$ cat src/rtl/dec_rr_arbiter_if.sv
// Request/grant bundle between 16 requesters and dec_rr_arbiter.
// Lock exists only when ARB_LOCK_EN is defined.
interface dec_rr_arbiter_if;
  logic [15:0] Req;
  logic        Done;
`ifdef ARB_LOCK_EN
  logic        Lock;
`endif
  logic [15:0] Gnt;
  logic [3:0]  Gnt_Idx;
  logic        Gnt_Valid;
  logic        Timeout;

`ifdef ARB_LOCK_EN
  modport master (
    output Req, Done, Lock,
    input  Gnt, Gnt_Idx, Gnt_Valid, Timeout
  );
  modport slave (
    input  Req, Done, Lock,
    output Gnt, Gnt_Idx, Gnt_Valid, Timeout
  );
`else
  modport master (
    output Req, Done,
    input  Gnt, Gnt_Idx, Gnt_Valid, Timeout
  );
  modport slave (
    input  Req, Done,
    output Gnt, Gnt_Idx, Gnt_Valid, Timeout
  );
`endif
endinterface

$ cat src/rtl/dec_rr_arbiter.sv
// 16-way round-robin arbiter with binary + one-hot grant and per-grant hold limit.
// Optional ARB_LOCK_EN adds a Lock input that pins the grant until Done.
module dec_rr_arbiter #(
  parameter int unsigned HOLD_MAX = 8,
  parameter int unsigned CNT_W    = 8
) (
  input  logic             Clk,
  input  logic             Rst,
  dec_rr_arbiter_if.slave  bus
);

  typedef enum logic [0:0] {StIdle, StGrant} state_e;

  state_e             state_q, state_d;
  logic [3:0]         ptr_q, ptr_d;
  logic [CNT_W-1:0]   cnt_q, cnt_d;
  logic [15:0]        gnt_q, gnt_d;
  logic [3:0]         idx_q, idx_d;
  logic               valid_q, valid_d;
  logic               timeout_q, timeout_d;

  logic               win_found;
  logic [3:0]         win_idx;
  logic               rel_done, rel_wd, rel_to, rel_any;

  // First requester at or after ptr_q, wrapping mod 16.
  always_comb begin
    win_found = 1'b0;
    win_idx   = ptr_q;
    for (int i = 0; i < 16; i++) begin
      if (!win_found && bus.Req[ptr_q + 4'(i)]) begin
        win_found = 1'b1;
        win_idx   = ptr_q + 4'(i);
      end
    end
  end

  always_comb begin
    rel_done = bus.Done;
    rel_wd   = ~bus.Req[idx_q];
    rel_to   = (HOLD_MAX != 0) && (cnt_q == CNT_W'(HOLD_MAX));
`ifdef ARB_LOCK_EN
    if (bus.Lock) begin
      rel_wd = 1'b0;
      rel_to = 1'b0;
    end
`endif
    rel_any = rel_done | rel_wd | rel_to;
  end

  always_comb begin
    state_d   = state_q;
    ptr_d     = ptr_q;
    cnt_d     = cnt_q;
    gnt_d     = gnt_q;
    idx_d     = idx_q;
    valid_d   = valid_q;
    timeout_d = 1'b0;
    unique case (state_q)
      StIdle: begin
        if (win_found) begin
          state_d = StGrant;
          idx_d   = win_idx;
          gnt_d   = 16'h0001 << win_idx;
          valid_d = 1'b1;
          cnt_d   = CNT_W'(1);
        end
      end
      StGrant: begin
        if (rel_any) begin
          state_d   = StIdle;
          gnt_d     = '0;
          valid_d   = 1'b0;
          ptr_d     = idx_q + 4'd1;
          cnt_d     = '0;
          // Done or withdraw take precedence; only a pure hold-limit release flags Timeout.
          timeout_d = rel_to & ~rel_done & ~rel_wd;
        end else if (cnt_q != '1) begin
          cnt_d = cnt_q + CNT_W'(1);
        end
      end
      default: state_d = StIdle;
    endcase
  end

  always_ff @(posedge Clk or posedge Rst) begin
    if (Rst) begin
      state_q   <= StIdle;
      ptr_q     <= '0;
      cnt_q     <= '0;
      gnt_q     <= '0;
      idx_q     <= '0;
      valid_q   <= 1'b0;
      timeout_q <= 1'b0;
    end else begin
      state_q   <= state_d;
      ptr_q     <= ptr_d;
      cnt_q     <= cnt_d;
      gnt_q     <= gnt_d;
      idx_q     <= idx_d;
      valid_q   <= valid_d;
      timeout_q <= timeout_d;
    end
  end

  assign bus.Gnt       = gnt_q;
  assign bus.Gnt_Idx   = idx_q;
  assign bus.Gnt_Valid = valid_q;
  assign bus.Timeout   = timeout_q;

endmodule

$ cat src/flat_wrapper.sv
// flat-port wrapper written by rule: the top's interface ports become plain ports
module dec_rr_arbiter_flat 
#(
  parameter int unsigned HOLD_MAX = 8,
  parameter int unsigned CNT_W    = 8
)
  (Clk, Rst, bus_Req, bus_Done, bus_Gnt, bus_Gnt_Idx, bus_Gnt_Valid, bus_Timeout);
  dec_rr_arbiter_if bus_i ();
  input  logic Clk;
  input  logic Rst;
  input wire logic [$bits(bus_i.Req)-1:0] bus_Req;
  input wire logic [$bits(bus_i.Done)-1:0] bus_Done;
  output wire logic [$bits(bus_i.Gnt)-1:0] bus_Gnt;
  output wire logic [$bits(bus_i.Gnt_Idx)-1:0] bus_Gnt_Idx;
  output wire logic [$bits(bus_i.Gnt_Valid)-1:0] bus_Gnt_Valid;
  output wire logic [$bits(bus_i.Timeout)-1:0] bus_Timeout;
  assign bus_i.Req = bus_Req;
  assign bus_i.Done = bus_Done;
  assign bus_Gnt = bus_i.Gnt;
  assign bus_Gnt_Idx = bus_i.Gnt_Idx;
  assign bus_Gnt_Valid = bus_i.Gnt_Valid;
  assign bus_Timeout = bus_i.Timeout;
  dec_rr_arbiter #(.HOLD_MAX(HOLD_MAX), .CNT_W(CNT_W)) u_core (.Clk(Clk), .Rst(Rst), .bus(bus_i));
endmodule
$ cat config.mk
export PLATFORM = sky130hd
export DESIGN_NAME = dec_rr_arbiter_flat
export DESIGN_NICKNAME = d
export VERILOG_FILES = /design/src/rtl/dec_rr_arbiter_if.sv /design/src/rtl/dec_rr_arbiter.sv /design/src/flat_wrapper.sv
export SDC_FILE = /design/constraint.sdc
export NUM_CORES = 1
export LEC_CHECK = 0
export CORE_UTILIZATION = 60
export DETAILED_ROUTE_END_ITERATION = 8
export DONT_BUFFER_PORTS = 1
export PLACE_DENSITY = 0.76
export SYNTH_ARGS = -nofsm -noshare
export SYNTH_HDL_FRONTEND = slang
export SYNTH_SLANG_ARGS = --single-unit
export TNS_END_PERCENT = 10
$ cat constraint.sdc
create_clock -name Clk -period 6.2 [get_ports Clk]
set_input_delay 0.31 -clock Clk [delete_from_list [all_inputs] [get_ports Clk]]
set_output_delay 0.31 -clock Clk [all_outputs]
set_load 0.02 [all_outputs]
== Yosys cells after proc, flatten, opt, wreduce, memory -nomap -nowiden ==
Index checks and enable logic that the tools add are counted.

* Logic and storage cells: 168
* ROM bits: 0
* Input port bits: 19
* Memories: 0
* Bits in registers: 35
* Bits in latches: 0
* Output and inout port bits: 22
* Bits in writable memories: 0

* Shifts and indexed selects: 1
* $mul: 0
* Bitwise operators: 7
* $lt $le $gt $ge: 17
* Div/mod/pow operators: 0
* Eq/ne operators: 5
* Reduce and logical (&&, ||, !) cells: 34
* $add $sub $neg: 17
* Mux-type cells: 80

{| class="wikitable"
|+ Operator list
! kind !! number
|-
| less-than comparator 4 x 5 -> 1 bit (second input constant) || 17
|-
| binary-select mux 1 bit (select 4 bit) || 17
|-
| 2-to-1 mux 4 bit || 15
|-
| 2-to-1 mux 1 bit || 39
|-
| adder 4 bit (second input constant) || 8
|-
| 2-to-1 mux 16 bit || 2
|-
| case mux 16 bit (2 select lines) || 1
|-
| 2-to-1 mux 8 bit || 3
|-
| adder 4 x 3 -> 4 bit (second input constant) || 4
|-
| case mux 8 bit (2 select lines) || 1
|-
| left shift 1 x 4 -> 16 bit (first input constant) || 1
|-
| logical AND 1 bit || 15
|-
| zero test 1 bit || 15
|-
| adder 4 x 1 -> 4 bit (second input constant) || 2
|-
| adder 4 x 2 -> 4 bit (second input constant) || 2
|-
| adder 8 x 1 -> 8 bit (second input constant) || 1
|-
| equality test 8 x 4 -> 1 bit (second input constant) || 1
|-
| != test 8 bit (second input constant) || 1
|-
| AND reduction 2 bit || 4
|-
| case mux 1 bit (2 select lines) || 2
|-
| != test 3 bit (second input constant) || 1
|-
| NOT 1 bit || 3
|-
| bitwise AND 1 bit || 2
|-
| != test 2 x 1 -> 1 bit (second input constant) || 1
|-
| 2 further kinds || 3
|}

== Depth between registers and ports, before layout ==
Gate-level depths: netlist of the first run.

* Word-level depth: 51
* Gate-level depth with buffers: 19
* Mapped depth without buffers: 12

== Least setup slack after synthesis of the first run ==
OpenSTA, ideal clock, no wires.

* Kind: register to register
* Start: reg u_core.ptr_q[1]
* End: reg u_core.cnt_q[1]
* Stages on the path, launching flop included: 17
* Data required time: 6.060 ns
* Setup time: 0.140 ns
* Arrival time: 4.352 ns
* Clock period less this slack: 4.492 ns
* Path buffers: 4
* Setup slack: 1.708 ns
* Path through: dfrtp_1 clkbuf_1 buf_1 inv_1 ha_1 buf_6 mux2_1 mux2_4 mux4_2 nor3b_4 nand4_4 nor4b_4 a31oi_4 nand2b_1 buf_2 o211ai_2 o31ai_2

* Longest elaborated chain between the ends: 50
* Elaborated cells on any way between the ends: 95
* Those cells by class: 15 x add/sub; 1 x eq/ne; 48 x mux; 31 x reduce/logical

{| class="wikitable"
|+ Ends and longest elaborated chain
! element !! line !! source
|-
| start: declaration || dec_rr_arbiter.sv:15 || <nowiki>logic [3:0] ptr_q, ptr_d;</nowiki>
|-
| start signal: assignment || dec_rr_arbiter.sv:97 || <nowiki>ptr_q <= ptr_d;</nowiki>
|-
| parallel branches: the longest is 47 deep, another holds adder 4 x 1 -> 4 bit || n/a ||
|-
| 2-to-1 mux 1 bit (*) || dec_rr_arbiter.sv:31 || <nowiki>if (!win_found && bus.Req[ptr_q + 4'(i)]) begin</nowiki>
|-
| != test 2 x 1 -> 1 bit (no line) (*) || n/a ||
|-
| AND reduction 2 bit (no line) (*) || n/a ||
|-
| end signal: assignment || dec_rr_arbiter.sv:98 || <nowiki>cnt_q <= cnt_d;</nowiki>
|-
| end: declaration || dec_rr_arbiter.sv:16 || <nowiki>logic [CNT_W-1:0] cnt_q, cnt_d;</nowiki>
|}

Mark *: on every way between the ends. The select of a mux whose other input is x is not followed.
A chain may end at the register's enable or synchronous reset.

== Worst setup path in the final report of the first run ==
* Start: reg u_core.ptr_q[2]
* End: reg u_core.gnt_q[2] (netlist: u_core.bus.Gnt[2])

* Longest elaborated chain between the ends: 51
* Elaborated cells on any way between the ends: 113
* Those cells by class: 15 x add/sub; 1 x eq/ne; 1 x shift; 65 x mux; 31 x reduce/logical

{| class="wikitable"
|+ Ends and longest elaborated chain
! element !! line !! source
|-
| parallel branches: the longest is 51 deep, another holds adder 4 x 1 -> 4 bit || n/a ||
|-
| end signal: assignment || dec_rr_arbiter.sv:99 || <nowiki>gnt_q <= gnt_d;</nowiki>
|-
| end: declaration || dec_rr_arbiter.sv:17 || <nowiki>logic [15:0] gnt_q, gnt_d;</nowiki>
|}

Parallel ways; which one is timed is not known. The select of a mux whose other input is x is not followed.

==> metrics.txt, run 1 <==
Routed Antenna Nets=0; fraction of registers with async set/reset=100%; # rows=29; crit-path cells=clkinv_1 > ha_1 > inv_1 > mux2i_1 > mux2i_1 > nor3b_4 > nand4_4 > nor4b_4 > a31oi_4 > nor2_2 > nand2_1 > o31ai_1; R2R Setup Slk=between 0.9 and 1 ns; First-pass DRT Iterations=9; CP arrival=5.42 ns; status=finished with violations; failing checks=DRC; Avg WL per Cell=22.2 um; register area share after synthesis=21.4%; Synth Flop Type=dfrtp_1; CTS tree=built; fin nets=461; Worst setup endpoint=u_core.bus.Gnt[2]; syn_nets=between 400 and 500; Top Metal Used=met4; final count of hold timing violations=0; Slew Viols, Final=0; Mapped Cells=442; CTS-repair resized insts=0; n_diodes=0; IO Port Bufs=0; CP max FO=18; clk sinks=35; number of global-route vias before repair=roughly 3600; max_cap viols=0; root buffer cell=clkbuf_8; CP dominant cell by count=mux2i_1; number of cells on the critical path=12; GPL Wtd Cong=0.954; M1 wire length=approximately 4600 um; Skew-Pair Late Insertion Delay=~0.29 ns; Die H=84.6 um; RSZ-0062 raised after global routing=false; fin crit share=84.4%; CP delay by family, top=simple AND/OR/NAND/NOR gates; full die area=7150 um^2; Slowest-stage cell, CP=dfrtp_1; met2 wire length=approximately 5400 um; Setup Fix Bufs, Post-CTS=0; Via density=7.33; crit path capture type=flop; buffers plus inverters on the worst setup path=2; first-pass GRT wire length=18300 um; I/O pin count=approximately 40; worst path required time=about 6.4 ns; Worst setup startpoint=u_core.ptr_q[2]; WL met3=856 um; WS Path Type=flop to flop; synthesis-stage register bit count=35; Final HPWL DP=8620 um; share of post-route cells with drive strength above 1=18.0%; Starting DRT DRC Count=260; total wire length=approximately 11000 um; # setup viols final=0; syn avg cell area=9.26 um^2; Yosys warning count=0; via count=3739; Area Overhead vs Synth=2.94%; initial core utilization=63.3%; slew margin rel.=24.8%; Synth area leader=dfrtp_1; FMAX=191 MHz; ranking of synthesized cells by area=dfrtp_1 (21%), mux4_2 (10%), mux2i_1 (6.9%); top cell type's share of synthesized area=21.4%; post-cts hold buffer count=1; gr usage total=between 30% and 40%; crit-path max cell delay=just over 0.8 ns; grt ovf=0; antenna violations before repair=0; fin crit period=about 5.2 ns; R2R Path End=u_core.bus.Gnt[2]; Post-synth EDFFs=0; CORE AREA=between 6000 and 7000 um^2; largest net degree at the start of global routing=29; H-tree depth=2; CP Launch Type=flop; Final Skew=0.0102 ns; hold crit path type=primary input to asynchronous set/reset pin; Worst Reg2Reg Path Length in Cells=12; reg2reg start=u_core.ptr_q[2]; TritonCTS Buffers=5; Slew @ Worst Pin=1.13 ns; DRC viols=3; TNS Setup=0 ns; DIE WIDTH=84.6 um; Max clock buf depth=2; mapped cell area=4090 um^2; Cell variety after synth=79; Worst-path clk slew=0.07 ns
-- logic make-up after synthesis --
kind of cell | after synthesis | share of synthesized area [%]
and+or+nand+nor | 158 | 20.9
muxes | 71 | 25.5
xor gates and xnor gates | 20 | 4.28
AOI/OAI and AO/OA | 109 | 19.9
DFF | 35 | 21.4
buffers and inverters | 39 | 4.89
adders and majority gates | 10 | 3.06
-- cells in the final DEF, fill, tap and decap left out, drive strengths merged, types with 10 or more instances in the layout --
cell / count
a21oi: 14
dfrtp: 35
ha: 10
inv: 14
mux2: 19
mux2i: 30
mux4: 22
nand2: 44
nand3: 13
nor2: 43
nor3: 14
o21ai: 16
o31ai: 20
xor2: 11
-- worst min-delay path by stage --
stage                     from                end  slack [ns]  cells after the start
after global placement     Rst    u_core.cnt_q[1]        0.15                      1
after CTS                  Rst    u_core.cnt_q[5]        0.40                      2
after floorplan            Rst  u_core.bus.Gnt[0]        0.46                      1
after global routing       Rst    u_core.cnt_q[3]        0.45                      2
final                      Rst    u_core.cnt_q[5]        0.40                      2
after detailed placement   Rst    u_core.cnt_q[1]        0.16                      1
-- synthesized netlist by cell type (4+ instances only) --
cell        n
mux2_2     16
or2_2       4
nor2b_1     5
mux2i_1    28
mux4_2     19
o211ai_1    5
nor2_1     42
clkbuf_1   10
ha_1       10
dfrtp_1    35
a21o_1      4
xnor2_1     9
nand2_1    44
o31ai_1    16
o2111ai_1   4
o31ai_2     4
nor3_1     13
xor2_1     11
o21ai_0    15
nor4_1      5
inv_1      13
buf_2       6
nand2b_1    8
a31oi_1     8
a211oi_1    4
nand3_1    13
a21oi_1    14
-- layer usage --
metal	vias to the layer above	global-route usage [%]
met5	-	0
met4	0	15.4
met3	41	4.52
met2	210	55.5
met1	1805	40.3
li1	1683	-
-- through the flow --
step	instance area, um^2	utilization (%)	worst slack, ns	instances	hold WS (ns)
3_3_place_gp	4090	63.3	1.24	501	0.154
3_5_place_dp	4090	63.3	1.09	501	0.156
5_1_grt	4210	65.2	0.454	510	0.448
6_report	4210	65.2	0.968	510	0.398
2_1_floorplan	4090	-	1.71	442	0.464
4_1_cts	4210	65.2	1.06	510	0.403
-- worst register-to-register path: stages (launching register included) --
cell and delay, ns:
dfrtp_1 0.83, clkinv_1 0.54, ha_1 0.77, inv_1 0.20, mux2i_1 0.42, mux2i_1 0.31, nor3b_4 0.29, nand4_4 0.15
nor4b_4 0.55, a31oi_4 0.32, nor2_2 0.54, nand2_1 0.12, o31ai_1 0.09
-- sequential cells by signal, summed over array words and instances, names as in the netlist --
| register | flops |
|---|---|
| u_core.bus.Gnt | 16 |
| u_core.state_q | 1 |
| u_core.ptr_q | 4 |
| u_core.cnt_q | 8 |
| u_core.bus.Gnt_Idx | 4 |
| u_core.bus.Timeout | 1 |
| u_core.bus.Gnt_Valid | 1 |
-- final cells by class --
type	count	area, um^2
tap	77	96.3
inverter	15	56.3
clock inverter	3	43.8
fill	559	2250
sequential	35	876
clock buffer	5	68.8
multi-input combinational	368	3020
timing repair buffer	7	55.1
Power of run 1 is not shown: default switching activity piles up to over one toggle a cycle in this logic, so the estimate is an artifact.
==> inputs of run 2 (changes only) <==
Settings changed: CORE_UTILIZATION 60 to 59, PLACE_DENSITY 0.76 to 0.78.
Clock period 6.2 ns to 4.21 ns, I/O delays scaled along.
==> run 2 against run 1 <==
Net effect: the flow now finishes without violations; non-clock buffer count grew 23; clock skew grew 0.0089 ns; utilization is 2.1 points higher; via count is 6.4% higher; sequential cell count unchanged; die area increased by 1.7%; clock-buffer cell count unchanged; critical path depth up 2; sequential share of layout area decreased by 0.88 points; first-iteration DRC count rose by 47%; cell count rose by 4.5%.
==> metrics.txt, run 2 (synthesis results as in run 1) <==
Die H=85.3 um (+0.83%); CP arrival=4.17 ns (-1.25 ns); crit-path cells=inv_2 > ha_1 > buf_4 > mux4_2 > mux2i_2 > mux2i_2 > nand2b_1 > buf_4 > nor4b_4 > buf_4 > nand3_1 > o2111ai_1 > nand4_2 > o31ai_1; clk sinks=35 (unchanged); initial core utilization=62.6% (-0.70 points); crit-path max cell delay=0.43 ns (-0.40 ns); n_diodes=0 (unchanged); Starting DRT DRC Count=382 (+47%); fin nets=484 (+5.0%); # rows=29 (unchanged); I/O pin count=41 (unchanged); Max clock buf depth=2 (unchanged); Core Util, Final=67.3% (+2.1 points); Largest register FFs=16 (unchanged); Area Overhead vs Synth=7.46%; Final Skew=0.0191 ns (+0.00886 ns); IO Port Bufs=0 (unchanged); CORE AREA=6530 um^2 (+1.1%); most common cell after layout, fill and taps aside=nand2_1; gr usage total=35.3% (+2.9 points); DIE WIDTH=85.3 um (+0.83%); fin cells=533 (+4.5%); Skew-Pair Late Insertion Delay=0.30 ns (about the same); hold crit path type=primary input to flop; Slowest-stage cell, CP=ha_1; Routed Antenna Nets=0 (unchanged); RSZ-0062 raised after global routing=true; root buffer cell=clkbuf_8; max_cap viols=0 (unchanged); Slew @ Worst Pin=0.909 ns (-0.219 ns); First-pass DRT Iterations=5 (-4); fin crit share=94.7% (+10 points); placed insts=522 (+4.2%); full die area=7270 um^2 (+1.7%); WS Path Type=flop to flop; DRC viols=0 (-3); FILL cells=530 (-5.2%); antenna violations before repair=0 (unchanged); CP delay by family, top=simple AND/OR/NAND/NOR gates; fin crit period=3.99 ns (-1.25 ns); GPL Wtd Cong=1.02 (+6.5%); TritonCTS Buffers=5 (unchanged); H-tree depth=2 (unchanged); Slew Viols, Final=0 (unchanged); CP dominant cell by count=buf_4; final count of hold timing violations=0 (unchanged); Via density=7.46 (+1.8%); buffers plus inverters on the worst setup path=4 (+2); share of post-route cells with drive strength above 1=22.6% (+4.6 points); status=completed; CP max FO=9 (-9); crit path capture type=flop; number of global-route vias before repair=3815 (+5.7%); Placed Area=4250 um^2 (+3.9%); largest net degree at the start of global routing=36 (+24%); CP Launch Type=flop; FMAX=251 MHz (+31%); grt ovf=0 (unchanged); total wire length=12400 um (+9.3%); slew margin rel.=38.4% (+14 points); # setup viols final=0 (unchanged); Avg WL per Cell=23.2 um (+4.6%); Worst-path clk slew=0.08 ns (about the same); worst path required time=4.40 ns (-1.98 ns); most frequent cells in the layout=nand2_1 (44), nor2_1 (42), dfrtp_1 (35); CTS tree=built; Design Area, Final=4400 um^2 (+4.4%); first-pass GRT wire length=19800 um (+8.2%); via count=3977 (+6.4%); Final HPWL DP=9250 um (+7.3%)
run 2: repair_timing:
| item | in CTS | in global routing |
|---|---|---|
| gates resized for setup | 0 | 4 |
| setup buffers | 0 | 2 |
| hold buffers | 1 | 0 |
| endpoints found under the hold margin | 35 | 0 |
| endpoints found under the setup margin | 0 | 27 |
run 2: area by class of cell:
cell class              instances  area, um^2  area share [%]
repair buffers                 30         231            5.26
well taps                      77        96.3            2.19
inverters                      15        56.3            1.28
flip-flops and latches         35         876            19.9
clock buffers                   5        68.8            1.57
multi-input cells             368        3020            68.8
clock inverters                 3        43.8           0.996
run 2: layer usage:
metal | GRT usage, % | part of all wire (%) | routed length [um]
met5 | 0 | 0 | 0
met4 | 8.18 | 2.9 | 363
met3 | 7.78 | 11 | 1300
met2 | 57.8 | 46 | 5720
met1 | 48.2 | 40 | 5000
run 2: worst paths after layout:
path	from	to	slack (ns)	cells past startpoint
min in group asynchronous	Rst	u_core.cnt_q[0]	0.45	3
worst max-delay path	u_core.ptr_q[0]	u_core.bus.Gnt[5]	0.22	14
worst min register to register	u_core.cnt_q[7]	u_core.cnt_q[7]	0.58	2
worst min-delay path	bus_Done	u_core.state_q	0.26	4
worst max register to register	u_core.ptr_q[0]	u_core.bus.Gnt[5]	0.22	14
max in group asynchronous	Rst	u_core.cnt_q[6]	3.42	3
run 2: worst min-delay path, delay by kind of cell:
kind | cells | cell delay [ns]
compound gates | 1 | 0.06
buf+inv | 1 | 0.06
simple gates | 2 | 0.19
run 2: stage by stage:
stage	hold slack (ns)	worst slack [ns]	setup TNS, ns
2_1_floorplan	0.365	0.00703	0
3_3_place_gp	0.222	0.225	0
3_5_place_dp	0.228	0.0488	0
4_1_cts	0.264	0.0241	0
5_1_grt	0.294	-0.00851	-0.00851
6_report	0.264	0.224	0
Power of run 2 is left out for the same reason.
